### src/rtl/arbiter_vc_pkg.sv
// Shared constants for the VC arbiter: FSM encodings and the
// destination-select bit position inside a data word.
package arbiter_vc_pkg;

  localparam logic [1:0] ST_RESET  = 2'd0;
  localparam logic [1:0] ST_INIT   = 2'd1;
  localparam logic [1:0] ST_IDLE   = 2'd2;
  localparam logic [1:0] ST_ACTIVE = 2'd3;

  localparam int DATA_WIDTH = 6;

  function automatic int dest_bit(input int width);
    return width - 1;
  endfunction

endpackage

### src/rtl/arbiter_vc_grant.sv
// Combinational eligibility and grant: VC0 priority with a
// starvation guard that hands one grant to VC1 at the limit.
module arbiter_vc_grant
  import arbiter_vc_pkg::*;
#(
  parameter int STARVE_LIMIT = 4
) (
  input  logic [1:0] state,
  input  logic       empty0,
  input  logic       empty1,
  input  logic       dest0,
  input  logic       dest1,
  input  logic       pause_d0,
  input  logic       pause_d1,
  input  logic [3:0] starve_cnt,
  output logic       elig1,
  output logic       grant0,
  output logic       grant1
);

  localparam logic [3:0] LIMIT = 4'(STARVE_LIMIT);

  logic run;
  logic elig0;
  logic starved;

  assign run     = (state == ST_IDLE) || (state == ST_ACTIVE);
  assign elig0   = !empty0 && !(dest0 ? pause_d1 : pause_d0);
  assign elig1   = !empty1 && !(dest1 ? pause_d1 : pause_d0);
  assign starved = (starve_cnt == LIMIT);

  assign grant0 = run && elig0 && !(elig1 && starved);
  assign grant1 = run && elig1 && (!elig0 || starved);

endmodule

### src/rtl/arbiter_vc.sv
// VC0/VC1 transmit arbiter: pops VC FIFO heads and pushes each
// word to D0/D1 one cycle later, chosen by the word's top bit.
module arbiter_vc
  import arbiter_vc_pkg::*;
#(
  parameter int data_width   = DATA_WIDTH,
  parameter int STARVE_LIMIT = 4
) (
  input  logic                  clk,
  input  logic                  reset,
  input  logic                  init,
  input  logic                  empty_fifo_VC0,
  input  logic                  empty_fifo_VC1,
  input  logic [data_width-1:0] data_arbitro_VC0,
  input  logic [data_width-1:0] data_arbitro_VC1,
  input  logic                  pause_D0,
  input  logic                  pause_D1,
  output logic                  pop_VC0_fifo,
  output logic                  pop_VC1_fifo,
  output logic                  push_D0,
  output logic                  push_D1,
  output logic [data_width-1:0] data_out_arbitro,
  output logic                  idle_out,
  output logic                  active_out
);

  localparam int DB = dest_bit(data_width);
  localparam logic [3:0] LIMIT = 4'(STARVE_LIMIT);

  logic [1:0]            state;
  logic [1:0]            state_next;
  logic [3:0]            starve_cnt;
  logic                  run;
  logic                  busy;
  logic                  elig1;
  logic                  grant0;
  logic                  grant1;
  logic                  pop_any;
  logic                  push0_q;
  logic                  push1_q;
  logic [data_width-1:0] head;

  arbiter_vc_grant #(
    .STARVE_LIMIT(STARVE_LIMIT)
  ) u_grant (
    .state     (state),
    .empty0    (empty_fifo_VC0),
    .empty1    (empty_fifo_VC1),
    .dest0     (data_arbitro_VC0[DB]),
    .dest1     (data_arbitro_VC1[DB]),
    .pause_d0  (pause_D0),
    .pause_d1  (pause_D1),
    .starve_cnt(starve_cnt),
    .elig1     (elig1),
    .grant0    (grant0),
    .grant1    (grant1)
  );

  // init and reset stop pops in the very cycle they rise
  assign pop_VC0_fifo = grant0 && !reset && !init;
  assign pop_VC1_fifo = grant1 && !reset && !init;
  assign pop_any      = pop_VC0_fifo || pop_VC1_fifo;
  assign head         = pop_VC1_fifo ? data_arbitro_VC1
                                     : data_arbitro_VC0;

  assign run  = (state == ST_IDLE) || (state == ST_ACTIVE);
  assign busy = !empty_fifo_VC0 || !empty_fifo_VC1;

  // a word popped just before reset is discarded
  assign push_D0 = push0_q && !reset;
  assign push_D1 = push1_q && !reset;

  always_comb begin
    state_next = state;
    if (init) begin
      state_next = ST_INIT;
    end else begin
      case (state)
        ST_RESET: state_next = ST_IDLE;
        default:  state_next = busy ? ST_ACTIVE : ST_IDLE;
      endcase
    end
  end

  always_ff @(posedge clk) begin
    if (reset) begin
      state            <= ST_RESET;
      starve_cnt       <= '0;
      push0_q          <= 1'b0;
      push1_q          <= 1'b0;
      data_out_arbitro <= '0;
      idle_out         <= 1'b0;
      active_out       <= 1'b0;
    end else begin
      state      <= state_next;
      idle_out   <= (state_next == ST_IDLE);
      active_out <= (state_next == ST_ACTIVE);
      push0_q    <= pop_any && !head[DB];
      push1_q    <= pop_any && head[DB];
      if (pop_any) begin
        data_out_arbitro <= head;
      end
      if (!run || init || !elig1 || pop_VC1_fifo) begin
        starve_cnt <= '0;
      end else if (pop_VC0_fifo && starve_cnt != LIMIT) begin
        starve_cnt <= starve_cnt + 4'd1;
      end
    end
  end

endmodule

### config.mk
export PLATFORM = sky130hd
export DESIGN_NAME = arbiter_vc
export DESIGN_NICKNAME = d
export VERILOG_FILES = /design/src/rtl/arbiter_vc_pkg.sv /design/src/rtl/arbiter_vc_grant.sv /design/src/rtl/arbiter_vc.sv
export SDC_FILE = /design/constraint.sdc
export NUM_CORES = 1
export LEC_CHECK = 0
export CAP_MARGIN = 25
export CORE_MARGIN = 2
export CORE_UTILIZATION = 47
export CTS_BUF_LIST = sky130_fd_sc_hd__clkbuf_4
export DETAILED_ROUTE_END_ITERATION = 8
export HOLD_SLACK_MARGIN = 0.15
export PLACE_DENSITY = 0.89
export SLEW_MARGIN = 20
export SYNTH_ARGS = -nofsm -noshare
export SYNTH_HDL_FRONTEND = slang
export SYNTH_SLANG_ARGS = --single-unit
### constraint.sdc
create_clock -name clk -period 3.7 [get_ports clk]
set_clock_uncertainty 0.2 [all_clocks]
set_input_delay 0.37 -clock clk [delete_from_list [all_inputs] [get_ports clk]]
set_output_delay 0.37 -clock clk [all_outputs]
set_load 0.05 [all_outputs]
==> flow_metrics.tcl, run 1 <==
set metrics [dict create \
    status "complete, no violations" \
    drive_above_1_share 0.0702 \
    yosysWarnings 0 \
    setup.worst_path.start "data_arbitro_VC0[5]" \
    drt-initial-drc-count 14 \
    cp_max_fo 9 \
    end_kind "output pin" \
    required_ps 3130 \
    cp.depth 5 \
    comb_power_share 0.193 \
    clkPwrFrac 0.262 \
    r2r_cells 5 \
    crit_buf_inv 2 \
    crit_type "in2out" \
    max_freq_ghz 0.323 \
    die-area_sq_um 1940 \
    rrSetupSlack_ps 1920 \
    wl_per_cell_um 14.5 \
    fin_crit_sh 0.837 \
    globalplace.congestion 0.820 \
    p_sw_w 0.0000823 \
    cts_tree "done" \
    yosysSeqAreaShare 0.424 \
    nets 137 \
    port_buffers 30 \
    cellPowerDensity_nw_per_um2 299 \
    synthesis.nets 104 \
    ant_nets 0 \
    cpPeakStageDelay_ps 790 \
    cp_top_family "buffers and inverters" \
    drtPass1Iterations 4 \
    instances_no_fill 130 \
    rows 14 \
    fin_util 0.727 \
    cts.sinks 16 \
    grt_pass1_vias 683 \
    vdd_drop_max_v 0.000202 \
    clkTransAtPathRegs_ps 80 \
    drv_slew 0 \
    whs_ps 299 \
    wl_mm 1.89 \
    final_cell_area_sq_um 1090 \
    crit_chain "clkdlybuf4s50_1, mux2_4, nor2_2, o211a_1, clkdlybuf4s50_1" \
    internal_power_w 0.000245 \
    die_w_um 44.1 \
    gr-total-overflow 0 \
    track_usage 0.215 \
    start_util 0.502 \
    cts_resized 0 \
    area_growth_pct 44.9 \
    grt_max_degree 18 \
    ios 31 \
    leakage_nw 0.408 \
    relSlewSlack 0.652 \
    grt_pass1_wl_mm 3.06 \
    synth_area_sq_um 756 \
    placed_cell_area_sq_um 1070 \
    setup.worst_path.end "pop_VC0_fifo" \
    cp.arrival_ps 2530 \
    fin_crit_ps 3100 \
    slowest_stage "clkdlybuf4s50_1" \
    rsz0062_at_grt "no" \
    crit_path_frequent_cell "clkdlybuf4s50_1" \
    finalHoldViolCount 0 \
    sw_frac_of_total 0.251 \
    dp.cells 127 \
    ys_types 25 \
    dp.final_hpwl_mm 1.48 \
    postSynthCellCount 83 \
    cts-htree-levels 1 \
    maxCapViolCount 0 \
    start_kind "primary input" \
    ys_ff_latch 16 \
    worst_slew_pin_slew_ps 520 \
    cts_buffer_depth 2 \
    post_cts_buffers 0 \
    r2r_start "starve_cnt[0]$_SDFFE_PP0P_" \
    seq_power_share 0.544 \
    post_drt_via_cell_ratio 5.69 \
    antenna_found_initial 0 \
    insertion_delay_ps 270 \
    r2r_end "push0_q$_SDFF_PP0_" \
    postSynthAreaPerCell_sq_um 9.11 \
    core_sq_um 1510 \
    dieHeight_um 44.1 \
    antennaDiodeCount 0 \
    setup_viol 0 \
    vias 740 \
    drc 0 \
    holdBufCountCts 0 \
    cts_buffers 3 \
    tns_ps 0 \
    min_path_type "reg2reg" \
    clockRootBuffer "clkbuf_4" \
]
metal layers:
layer | part of all wire | global-route usage | up-vias
met3 | 0.041 | 0.0490 | 4
met5 | 0 | 0 | -
met4 | 0.014 | 0.103 | 0
met2 | 0.50 | 0.350 | 26
li1 | - | - | 368
met1 | 0.44 | 0.269 | 342
power by group through the flow:
stage	combinational [W]	clock (W)	sequential (W)
after global routing	0.0000668	0.000100	0.000179
after floorplan	0.0000208	0	0.000192
after detailed placement	0.0000621	0	0.000182
after CTS	0.0000626	0.0000879	0.000178
final	0.0000632	0.0000859	0.000178
after global placement	0.0000613	0	0.000182
final cells by class:
type / instances / area (sq um)
Inverter: 12 / 45.0
Sequential cell: 16 / 320
Tap cell: 16 / 20.0
Clock buffer: 3 / 22.5
Multi-Input combinational cell: 51 / 372
Timing Repair Buffer: 32 / 315
Fill cell: 131 / 412
worst register-to-register path: cells and delay by family, from the launching register on:
kind,cells,cell delay [ps]
compound gates,2,600
simple gates,1,200
flops,1,390
fa+ha+maj,1,230
buf+inv,1,60
per-stage QoR:
stage               power (W)  worst slack, ps
finish               0.000328              602
global route         0.000346              508
CTS                  0.000329              625
detailed placement   0.000245              623
global placement     0.000243              664
floorplan            0.000212             1770
synth_stat cells:
master / instances / area, sq um
a21oi_1: 1 / 5.00
a311o_4: 1 / 20.0
a31oi_1: 1 / 6.26
and2_1: 2 / 12.5
and3b_1: 1 / 8.76
buf_2: 3 / 15.0
clkbuf_1: 1 / 3.75
dfxtp_1: 16 / 320
ha_1: 2 / 25.0
inv_1: 12 / 45.0
mux2_4: 1 / 15.0
mux2i_1: 1 / 10.0
nand2_1: 1 / 3.75
nand2b_1: 1 / 6.26
nand3_1: 3 / 15.0
nand4_1: 7 / 43.8
nor2_1: 8 / 30.0
nor2_2: 1 / 6.26
nor2b_1: 3 / 18.8
nor3_1: 1 / 5.00
o2111ai_1: 6 / 52.6
o211a_1: 1 / 10.0
o21a_1: 1 / 7.51
o311ai_1: 6 / 52.6
xnor2_1: 2 / 17.5
cell usage in the layout (no fill, tap or decap), types with 3 or more instances in the layout:
cell type,Yosys,routed
clkdlybuf4s50_1,0,30
clkbuf_4,0,3
o311ai_1,6,6
nand4_1,7,7
nand3_1,3,3
nor2b_1,3,3
inv_1,12,12
nor2_1,8,8
o2111ai_1,6,6
dfxtp_1,16,16
state kept, by name, summed over array words and instances (netlist names):
register and count:
push1_q 1, push0_q 1, active_out 1, data_out_arbitro 6, idle_out 1, state 2
starve_cnt 4
cells by family after synthesis:
| logic type | after synthesis | synth area share |
|---|---|---|
| xor gates and xnor gates | 2 | 0.0232 |
| adders and majority gates | 2 | 0.0331 |
| DFF | 16 | 0.424 |
| muxes | 2 | 0.0331 |
| AOI/OAI and AO/OA | 17 | 0.204 |
| and+or+nand+nor | 28 | 0.199 |
| buffers and inverters | 16 | 0.0844 |
how the worst min path moves through the flow:
stage / from / endpoint / slack, ps / depth (start not counted)
2_1_floorplan: starve_cnt[0]$_SDFFE_PP0P_ / starve_cnt[0]$_SDFFE_PP0P_ / 230 / 1
3_3_place_gp: starve_cnt[0]$_SDFFE_PP0P_ / starve_cnt[0]$_SDFFE_PP0P_ / 240 / 1
3_5_place_dp: starve_cnt[0]$_SDFFE_PP0P_ / starve_cnt[0]$_SDFFE_PP0P_ / 280 / 1
4_1_cts: starve_cnt[0]$_SDFFE_PP0P_ / starve_cnt[0]$_SDFFE_PP0P_ / 300 / 1
5_1_grt: starve_cnt[0]$_SDFFE_PP0P_ / starve_cnt[0]$_SDFFE_PP0P_ / 330 / 1
6_report: starve_cnt[0]$_SDFFE_PP0P_ / starve_cnt[0]$_SDFFE_PP0P_ / 300 / 1
Note: power is estimated with default switching activity, not from simulation.
==> run 2: changes to the inputs <==
--- a/config.mk
+++ b/config.mk
@@ -6,12 +6,13 @@
 export NUM_CORES = 1
 export LEC_CHECK = 0
 export CAP_MARGIN = 25
+export CORE_ASPECT_RATIO = 0.75
 export CORE_MARGIN = 2
-export CORE_UTILIZATION = 47
+export CORE_UTILIZATION = 43
 export CTS_BUF_LIST = sky130_fd_sc_hd__clkbuf_4
 export DETAILED_ROUTE_END_ITERATION = 8
 export HOLD_SLACK_MARGIN = 0.15
-export PLACE_DENSITY = 0.89
+export PLACE_DENSITY = 0.82
 export SLEW_MARGIN = 20
 export SYNTH_ARGS = -nofsm -noshare
 export SYNTH_HDL_FRONTEND = slang
==> constraint.sdc (replaced) <==
create_clock -name clk -period 2.9 [get_ports clk]
set_clock_uncertainty 0.2 [all_clocks]
set_input_delay 0.29 -clock clk [delete_from_list [all_inputs] [get_ports clk]]
set_output_delay 0.29 -clock clk [all_outputs]
set_load 0.05 [all_outputs]
==> flow_metrics.tcl, run 2 (synthesis results as in run 1) <==
set metrics [dict create \
    status "complete, no violations" \
    maxCapViolCount 0 \
    instances_no_fill 137 \
    sw_frac_of_total 0.273 \
    cts_buffer_depth 2 \
    vdd_drop_max_v 0.000215 \
    die-area_sq_um 2110 \
    finalHoldViolCount 0 \
    required_ps 2410 \
    rrSetupSlack_ps 1140 \
    fin_crit_ps 2420 \
    comb_power_share 0.188 \
    globalplace.congestion 0.828 \
    clkPwrFrac 0.287 \
    multiInputGateArea_sq_um 372 \
    final_cell_mix "clkdlybuf4s50_1, dfxtp_1, inv_1" \
    wl_mm 1.89 \
    crit_type "in2out" \
    track_usage 0.213 \
    end_kind "output pin" \
    final_cell_area_sq_um 1130 \
    antenna_found_initial 0 \
    largest_reg_flops 6 \
    die_w_um 52.4 \
    leakage_nw 0.420 \
    post_cts_buffers 0 \
    dp.final_hpwl_mm 1.40 \
    relSlewSlack 0.661 \
    cts-htree-levels 1 \
    layout_setup_ws_ps 478 \
    insertion_delay_ps 290 \
    cp.arrival_ps 1930 \
    fin_util 0.666 \
    grt_pass1_vias 739 \
    gr-total-overflow 0 \
    final_common_cell "clkdlybuf4s50_1" \
    drive_above_1_share 0.0870 \
    start_kind "primary input" \
    area_growth_pct 49.0 \
    core_sq_um 1690 \
    vias 762 \
    cts.sinks 16 \
    seq_power_share 0.524 \
    start_util 0.447 \
    holdBufCountCts 0 \
    dieHeight_um 40.3 \
    tns_ps 0 \
    dp_slack_ps 480 \
    cts_resized 0 \
    placed_cell_area_sq_um 1100 \
    clkTransAtPathRegs_ps 100 \
    nets 137 \
    max_freq_ghz 0.413 \
    clockRootBuffer "clkbuf_4" \
    cellPowerDensity_nw_per_um2 385 \
    drv_slew 0 \
    cp_max_fo 11 \
    ant_nets 0 \
    ios 31 \
    drtPass1Iterations 4 \
    grt_pass1_wl_mm 3.16 \
    post_drt_via_cell_ratio 5.56 \
    fin_crit_sh 0.835 \
    dp.cells 133 \
    antennaDiodeCount 0 \
    drc 0 \
    cts_buffers 3 \
    grt_max_degree 12 \
    rows 13 \
    seqCellArea_sq_um 320 \
    min_path_type "reg2reg" \
    regMostFlops "data_out_arbitro" \
    internal_power_w 0.000315 \
    cts_tree "done" \
    reg.largest.list "data_out_arbitro (6), starve_cnt (4), state (2)" \
    port_buffers 30 \
    rsz0062_at_grt "no" \
    nFillCells 143 \
    drt-initial-drc-count 17 \
    p_sw_w 0.000118 \
    worst_slew_pin_slew_ps 507 \
    wl_per_cell_um 13.8 \
    setup_viol 0 \
]
==> run 2: cell count changes in the layout (fill, tap and decap cells not counted) <==
cell,previous run,this run
buf_12,0,2
clkdlybuf4s50_1,30,28
clkinv_1,0,1
==> run 2: routing by layer <==
layer / track usage / routed length, um / up-vias
met5: 0 / 0 / -
met4: 0.135 / 29 / 0
met3: 0.0970 / 137 / 6
met2: 0.325 / 875 / 29
met1: 0.247 / 842 / 358
li1: - / - / 369
==> run 2: worst paths after layout <==
| path | end | cells past startpoint | from |
|---|---|---|---|
| min reg2reg | starve_cnt[0]$_SDFFE_PP0P_ | 1 | starve_cnt[0]$_SDFFE_PP0P_ |
| min | starve_cnt[0]$_SDFFE_PP0P_ | 1 | starve_cnt[0]$_SDFFE_PP0P_ |
| max reg2reg | push0_q$_SDFF_PP0_ | 5 | starve_cnt[0]$_SDFFE_PP0P_ |
| max | push_D1 | 3 | reset |
==> run 2: power groups by stage <==
stage               Combinational [W]  Clock [W]  Sequential, W
global placement            0.0000790          0       0.000232
global route                0.0000863   0.000138       0.000228
floorplan                   0.0000265          0       0.000244
detailed placement          0.0000804          0       0.000232
CTS                         0.0000810   0.000128       0.000227
finish                      0.0000815   0.000125       0.000227
==> run 2: critical path: stages <==
cell and delay, ps:
clkdlybuf4s50_1 630, nor2b_1 200, clkdlybuf4s50_1 810
==> run 2: final cells by class <==
cell class,instances,area share
Multi-Input combinational cell,51,0.330
Tap cell,22,0.0244
Clock buffer,3,0.0200
Sequential cell,16,0.284
Inverter,12,0.0400
Timing Repair Buffer,32,0.298
Clock inverter,1,0.00333
==> run 2: per-stage QoR <==
step,total power (W),hold slack (ps)
floorplan,0.000271,169
global placement,0.000311,243
detailed placement,0.000313,251
CTS,0.000436,277
global route,0.000452,319
finish,0.000433,273
